## config.mk

```make
export PLATFORM = sky130hd
export DESIGN_NAME = wb_stage
export DESIGN_NICKNAME = d
export VERILOG_FILES = /design/src/rtl/wb_pkg.sv /design/src/rtl/wb_load_align.sv /design/src/rtl/wb_stage.sv
export SDC_FILE = /design/constraint.sdc
export NUM_CORES = 1
export LEC_CHECK = 0
export CAP_MARGIN = 20
export CORE_MARGIN = 2
export CORE_UTILIZATION = 38
export CTS_CLUSTER_DIAMETER = 200
export CTS_CLUSTER_SIZE = 10
export DETAILED_ROUTE_END_ITERATION = 8
export PLACE_DENSITY = 0.78
export SYNTH_ARGS = -nofsm -noshare
export SYNTH_HDL_FRONTEND = slang
export SYNTH_SLANG_ARGS = --single-unit
```

## constraint.sdc

```tcl
create_clock -name clk -period 2.8 [get_ports clk]
set_input_delay 0.56 -clock clk [delete_from_list [all_inputs] [get_ports clk]]
set_output_delay 0.56 -clock clk [all_outputs]
set_load 0.005 [all_outputs]
```

## src/rtl/wb_pkg.sv

```systemverilog
// rtl/wb_pkg.sv - shared constants and types for the write-back stage
package wb_pkg;

  // RV64I major opcodes seen by write-back
  localparam logic [6:0] LOAD      = 7'b0000011;
  localparam logic [6:0] STORE     = 7'b0100011;
  localparam logic [6:0] BRANCH    = 7'b1100011;
  localparam logic [6:0] JAL       = 7'b1101111;
  localparam logic [6:0] JALR      = 7'b1100111;
  localparam logic [6:0] LUI       = 7'b0110111;
  localparam logic [6:0] AUIPC     = 7'b0010111;
  localparam logic [6:0] OP        = 7'b0110011;
  localparam logic [6:0] OP_IMM    = 7'b0010011;
  localparam logic [6:0] OP_32     = 7'b0111011;
  localparam logic [6:0] OP_IMM_32 = 7'b0011011;

  // Load width/sign selectors (func3)
  localparam logic [2:0] F3_LB  = 3'b000;
  localparam logic [2:0] F3_LH  = 3'b001;
  localparam logic [2:0] F3_LW  = 3'b010;
  localparam logic [2:0] F3_LD  = 3'b011;
  localparam logic [2:0] F3_LBU = 3'b100;
  localparam logic [2:0] F3_LHU = 3'b101;
  localparam logic [2:0] F3_LWU = 3'b110;

  // Idle write-back: addi x0 opcode aimed at x0, harmless to the register file
  localparam logic [6:0] NOP_OPCODE = OP_IMM;
  localparam logic [4:0] RD_ZERO    = 5'd0;

  typedef enum logic {IDLE, LOAD_WAIT} wb_state_e;

endpackage

```

## src/rtl/wb_load_align.sv

```systemverilog
// rtl/wb_load_align.sv - extracts and extends load data from a doubleword
module wb_load_align
  import wb_pkg::*;
(
  input  logic [2:0]  func3,
  input  logic [2:0]  offset,
  input  logic [63:0] rdata,
  output logic [63:0] result,
  output logic        misaligned
);

  logic [7:0]  byte_sel;
  logic [15:0] half_sel;
  logic [31:0] word_sel;

  // Lane selection; half/word indices drop low offset bits so they stay in range
  always_comb begin
    byte_sel = rdata[{offset, 3'b000} +: 8];
    half_sel = rdata[{offset[2:1], 4'b0000} +: 16];
    word_sel = rdata[{offset[2], 5'b00000} +: 32];
  end

  // Width/sign extension; func3 111 falls through to the doubleword case
  always_comb begin
    case (func3)
      F3_LB:   result = {{56{byte_sel[7]}}, byte_sel};
      F3_LBU:  result = {56'd0, byte_sel};
      F3_LH:   result = {{48{half_sel[15]}}, half_sel};
      F3_LHU:  result = {48'd0, half_sel};
      F3_LW:   result = {{32{word_sel[31]}}, word_sel};
      F3_LWU:  result = {32'd0, word_sel};
      default: result = rdata;
    endcase
  end

  // Natural-alignment check per access width
  always_comb begin
    case (func3)
      F3_LH, F3_LHU: misaligned = offset[0];
      F3_LW, F3_LWU: misaligned = |offset[1:0];
      F3_LD, 3'b111: misaligned = |offset;
      default:       misaligned = 1'b0;
    endcase
  end

endmodule

```

## src/rtl/wb_stage.sv

```systemverilog
// rtl/wb_stage.sv - RV64I write-back stage with variable-latency load wait
module wb_stage #(
  parameter int LOAD_TIMEOUT = 16,
  parameter int XLEN         = 64
) (
  input  logic            clk,
  input  logic            rst,
  input  logic            mem_valid,
  input  logic [6:0]      mem_opcode,
  input  logic [4:0]      mem_rd,
  input  logic [2:0]      mem_func3,
  input  logic [XLEN-1:0] mem_alu_result,
  input  logic [XLEN-1:0] mem_pc_plus4,
  input  logic            dmem_rvalid,
  input  logic [XLEN-1:0] dmem_rdata,
  output logic            stall,
  output logic [XLEN-1:0] wdata,
  output logic [4:0]      wrd,
  output logic [6:0]      wopcode,
  output logic            misalign,
  output logic            bus_err
);
  import wb_pkg::*;

  localparam int CNT_W = (LOAD_TIMEOUT > 1) ? $clog2(LOAD_TIMEOUT) : 1;
  localparam logic [CNT_W-1:0] TMO_LAST = CNT_W'(LOAD_TIMEOUT - 1);

  wb_state_e state, state_nxt;

  logic [CNT_W-1:0] cnt;
  logic [4:0]       cap_rd;
  logic [2:0]       cap_func3;
  logic [2:0]       cap_off;

  logic             is_load;
  logic [2:0]       align_func3;
  logic [2:0]       align_off;
  logic [XLEN-1:0]  ld_result;
  logic             ld_misaligned;
  logic             timed_out;

  logic [XLEN-1:0]  wdata_nxt;
  logic [4:0]       wrd_nxt;
  logic [6:0]       wopcode_nxt;
  logic             misalign_nxt;
  logic             bus_err_nxt;

  // The aligner sees live inputs in IDLE and the captured load while waiting
  always_comb begin
    is_load     = (mem_opcode == LOAD);
    align_func3 = (state == LOAD_WAIT) ? cap_func3 : mem_func3;
    align_off   = (state == LOAD_WAIT) ? cap_off : mem_alu_result[2:0];
    timed_out   = (cnt == TMO_LAST);
  end

  wb_load_align u_align (
    .func3      (align_func3),
    .offset     (align_off),
    .rdata      (dmem_rdata),
    .result     (ld_result),
    .misaligned (ld_misaligned)
  );

  // State register
  always_ff @(posedge clk or posedge rst) begin
    if (rst) state <= IDLE;
    else     state <= state_nxt;
  end

  // Next state: only an aligned load without same-cycle data enters the wait
  always_comb begin
    state_nxt = state;
    case (state)
      IDLE: begin
        if (mem_valid && is_load && !ld_misaligned && !dmem_rvalid)
          state_nxt = LOAD_WAIT;
      end
      LOAD_WAIT: begin
        if (dmem_rvalid || timed_out)
          state_nxt = IDLE;
      end
      default: state_nxt = IDLE;
    endcase
  end

  // Outputs: stall plus the values registered at the next edge (NOP by default)
  always_comb begin
    stall        = 1'b0;
    wdata_nxt    = '0;
    wrd_nxt      = RD_ZERO;
    wopcode_nxt  = NOP_OPCODE;
    misalign_nxt = 1'b0;
    bus_err_nxt  = 1'b0;
    case (state)
      IDLE: begin
        if (mem_valid) begin
          if (is_load) begin
            if (ld_misaligned) begin
              misalign_nxt = 1'b1;
            end else if (dmem_rvalid) begin
              wdata_nxt   = ld_result;
              wrd_nxt     = mem_rd;
              wopcode_nxt = LOAD;
            end else begin
              stall = 1'b1;
            end
          end else begin
            wopcode_nxt = mem_opcode;
            wrd_nxt     = mem_rd;
            case (mem_opcode)
              JAL, JALR:                  wdata_nxt = mem_pc_plus4;
              OP_32, OP_IMM_32:           wdata_nxt = {{(XLEN-32){mem_alu_result[31]}}, mem_alu_result[31:0]};
              LUI, AUIPC, OP, OP_IMM:     wdata_nxt = mem_alu_result;
              default:                    wrd_nxt   = RD_ZERO;
            endcase
          end
        end
      end
      LOAD_WAIT: begin
        stall = !dmem_rvalid;
        if (dmem_rvalid) begin
          wdata_nxt   = ld_result;
          wrd_nxt     = cap_rd;
          wopcode_nxt = LOAD;
        end else if (timed_out) begin
          bus_err_nxt = 1'b1;
        end
      end
      default: ;
    endcase
  end

  // Registered write-port outputs, load capture and timeout counter
  always_ff @(posedge clk or posedge rst) begin
    if (rst) begin
      wdata     <= '0;
      wrd       <= RD_ZERO;
      wopcode   <= NOP_OPCODE;
      misalign  <= 1'b0;
      bus_err   <= 1'b0;
      cnt       <= '0;
      cap_rd    <= RD_ZERO;
      cap_func3 <= 3'd0;
      cap_off   <= 3'd0;
    end else begin
      wdata    <= wdata_nxt;
      wrd      <= wrd_nxt;
      wopcode  <= wopcode_nxt;
      misalign <= misalign_nxt;
      bus_err  <= bus_err_nxt;
      if (state == IDLE && state_nxt == LOAD_WAIT) begin
        cap_rd    <= mem_rd;
        cap_func3 <= mem_func3;
        cap_off   <= mem_alu_result[2:0];
        cnt       <= '0;
      end else if (state == LOAD_WAIT && !dmem_rvalid) begin
        cnt <= cnt + 1'b1;
      end
    end
  end

endmodule

```

==> results by stage <==
STA:
- At the pin with the least slew margin, the transition time is ~800 ps.
- Setup repair after global routing left no endpoint under its margin.
- The number of max-slew violations in the final report came to 0.
- Timing would allow up to 370 MHz.
- The final critical-path setup slack is between 90 and 100 ps.
- The final critical path takes up approximately 97% of the cycle.
- The final number of hold-violating endpoints was 0.
- The max-slew headroom at the worst pin is a little under half.
- Between clock sinks in the finished design, the worst skew comes to 13.0 ps.
- The count of endpoints failing setup in the final report is 0.
- The final critical delay including setup and external delays is approximately 2700 ps.

Synthesis:
- The fraction of synthesis flops using an asynchronous set or reset pin is 100%.
- The share of the Yosys chip area taken by registers is between 30 and 40%.
- The number of different library cells in the post-synthesis netlist is between 40 and 50.
- The number of warnings reported in the yosys synthesis log is 0.
- The mean cell area of the mapped netlist is approximately 9 um2.
- In this run the cell area of the synthesized design comes to roughly 0.0061 mm2.
- The number of synthesized flops with an enable pin is 0.
- When the netlist entered floorplanning its net count stood at approximately 900.
- Synthesis produced 685 cells.
- Among all flip-flop cells after synthesis, the most frequent one is dfrtp_1.
- The flop and latch count out of synthesis is 94.

Run:
- The number of maximum-capacitance constraint violations is 0.

Worst setup path:
- The most critical setup path has its endpoint at stall.
- The worst setup path is of the input pin to primary output kind.
- The path depth of the worst reg2reg path is 10.
- The category of the worst setup path capture point is a primary output.
- The worst setup path is launched from an input pin.
- The required time at the endpoint of the critical path is approximately 2200 ps.
- In this run the worst path has a maximum fanout of 2.
- The data arrival at the endpoint of the critical path is about 2100 ps.
- For flop-to-flop paths, the worst setup slack is 180 ps.
- The worst register-to-register path begins at state$_DFF_PP0_.
- The worst register-to-register path ends at wdata[58]$_DFF_PP0_.
- The worst setup path startpoint is mem_opcode[0].

Global route:
- The total global routing track utilization is a little under a third.
- Entering global routing, the biggest net connects 95 pins.
- The first global-routing pass estimated 39,100 um of wire.
- The residual overflow from global routing is 0.
- The initial antenna violation count is 1.
- The number of global-route vias before repair is approximately 7,000.

Drt:
- In this run, the number of DRC markers left after iteration 0 of detailed routing was approximately 650.
- The first detailed-routing pass took 6 iterations.
- The wire length reported by the detailed router is 26,600 um.
- The detailed-route wire length per cell is around 22 um.
- In this run the remaining antenna-violating nets after routing total 0.
- Dividing the detail-routed via count by the number of cells gives between 5 and 6.
- The total via count after detailed routing is 7,214.
- The post-route DRC violation count is 0.

Cells and area:
- Summing all non-filler instances in the final layout gives an area of just over 0.01 mm2.
- The area growth from synthesis to layout is 67.5%.
- At the end of the flow, the number of nets in the layout was between 1,000 and 1,500.
- Leaving out fill and tap cells, the most frequent cell in the layout is clkdlybuf4s50_1.
- The fraction of layout instances using a drive strength above 1 is roughly 15%.
- In the layout the commonest cells are clkdlybuf4s50_1 (284), dfrtp_1 (90), nor2_1 (79).
- The antenna diode count is 0.
- Once layout is complete, the utilization of the core stands at approximately 65%.
- The finished layout holds ~1,200 standard cells, fillers aside.

Placement:
- The number of placed instances, taps included, is about 1,200.
- The congestion estimate from routability-driven global placement came to slightly below 1.
- The wire-length estimate of the detail-placed layout is slightly above 20,000 um.
- In this run the cell area measured after placement is roughly 0.0098 mm2.
- The count of port buffers added during placement is just under 300.
- At the placement stage, the worst setup path has a slack of -394 ps.

Clocking:
- Clock-pin slew was measured on the worst setup and hold paths at 70 ps.
- Counting along the longest clock path gives a buffer depth of 2.
- CTS saw 94 sinks.
- For this design, the CTS-stage hold fixing added 0 buffers.
- The TritonCTS clock tree is yes.
- The clock latency at the later pin of the worst-skew pair is between 300 and 400 ps.
- The number of clock buffers added by TritonCTS is 9.
- The number of H-tree levels is 3.
- The root cell of the clock tree is clkbuf_16.

Pwr:
- Dividing total power by cell area gives a power density of 350 mW/mm2.
- The worst-case IR drop observed on VDD is 0.000350 V.
- The total leakage power is approximately 4.1 nW.

Die:
- The die covers 0.0171 mm2.
- In this run the vertical extent of the chip is ~130 um.
- The starting density of the core is 38.6%.
- Row generation in the floorplan step produced 46 rows.
- In this run the count of I/O pins placed on the die edge is 290.
- The horizontal die dimension is approximately 130 um.
- The area of the core region is 0.0158 mm2.

Hold path:
- Counting instances, the worst hold path has a depth of 1.
- The worst hold-check path type is register to register.

Run status:
- The flow ran to the end, and the final reports show no timing, DRC or antenna violations.
[cells in the mapped netlist, types with 3 or more instances]
library cell | number | area share (%)
dfrtp_1 | 91 | 37
nor2_1 | 82 | 5.0
nand3_1 | 12 | 0.98
nand2_1 | 45 | 2.8
inv_1 | 4 | 0.25
a211oi_1 | 42 | 5.2
o221ai_1 | 21 | 3.0
dfstp_2 | 3 | 1.3
a21oi_1 | 28 | 2.3
a22oi_1 | 41 | 5.0
mux2_2 | 22 | 4.1
a221oi_1 | 24 | 3.4
mux4_2 | 8 | 2.9
nor2b_1 | 21 | 2.1
a211o_1 | 7 | 1.0
o22ai_1 | 21 | 2.1
nand2b_1 | 7 | 0.72
o21ai_0 | 48 | 3.9
mux2i_1 | 21 | 3.4
o21a_1 | 6 | 0.74
a32o_1 | 5 | 0.82
a2111oi_0 | 10 | 1.4
buf_1 | 4 | 0.25
and2_1 | 9 | 0.92
a22o_1 | 8 | 1.1
clkbuf_1 | 49 | 3.0
nor3_1 | 19 | 1.6
buf_2 | 7 | 0.57
[repair_timing]
item                                    in CTS  in global routing
endpoints found under the setup margin       1                 35
setup buffers                                1                  1
resized for setup                            9                  7
gates cloned                                 0                  1
pin swaps                                    2                  3
[kinds of logic (layout without fill, tap and decap cells)]
kind of cell	after synthesis	after routing	share of synthesized area, %
buf+inv	65	395	4.19
compound gates	270	270	31.4
fa+ha+maj	1	1	0.205
mux	52	52	10.7
simple gates	203	203	15.0
flops	94	94	38.5
[state kept, by name, summed over array words and instances (netlist names)]
signal	count
wdata	64
bus_err	1
misalign	1
cnt	4
wrd	5
cap_func3	3
cap_rd	5
cap_off	3
state	1
wopcode	7
[worst min path at each step]
| stage | slack [ps] | start | to |
|---|---|---|---|
| 6_report | 490 | cnt[3]$_DFFE_PP0P_ | cnt[3]$_DFFE_PP0P_ |
| 5_1_grt | 530 | cnt[3]$_DFFE_PP0P_ | cnt[3]$_DFFE_PP0P_ |
| 4_1_cts | 490 | cnt[3]$_DFFE_PP0P_ | cnt[3]$_DFFE_PP0P_ |
| 3_5_place_dp | 480 | cnt[3]$_DFFE_PP0P_ | cnt[3]$_DFFE_PP0P_ |
| 3_3_place_gp | 460 | cnt[3]$_DFFE_PP0P_ | cnt[3]$_DFFE_PP0P_ |
| 2_1_floorplan | 440 | cnt[3]$_DFFE_PP0P_ | cnt[3]$_DFFE_PP0P_ |
[power breakdown]
part	internal, mW	leakage [nW]	switching [mW]
clock network	0.712	0.150	0.597
registers	1.38	1.29	0.00910
logic	0.497	2.62	0.391
[worst max-delay path, stage by stage]
cell,delay (ps)
clkdlybuf4s50_1,470
nand2_1,70
or4b_4,540
nor3_4,150
a21oi_2,80
inv_1,60
clkdlybuf4s15_1,200
[through the flow]
step                      power [mW]  hold slack [ps]  setup TNS, ps
final                           3.59              488              0
after CTS                       3.59              489              0
after global routing            3.73              526              0
after floorplan                 1.72              437              0
after global placement          2.27              459         -12210
after detailed placement        2.28              479         -14350
[metal layers]
metal | track usage (%) | vias to the layer above | wire (um)
met2 | 51.7 | 390 | 12800
li1 | - | 3298 | -
met1 | 36.6 | 3457 | 10400
met5 | 0 | - | 17
met4 | 11.1 | 2 | 845
met3 | 7.86 | 67 | 2510
[area by class of cell]
type                    instances  area [um2]
multi-input cells             526        3590
flip-flops and latches         94        2360
clock inverters                 7        88.8
clock buffers                   9         225
fillers                      1312        5580
well taps                     216         270
inverters                       4        18.8
repair buffers                375        3700
Note: power is estimated with default switching activity, not from simulation.
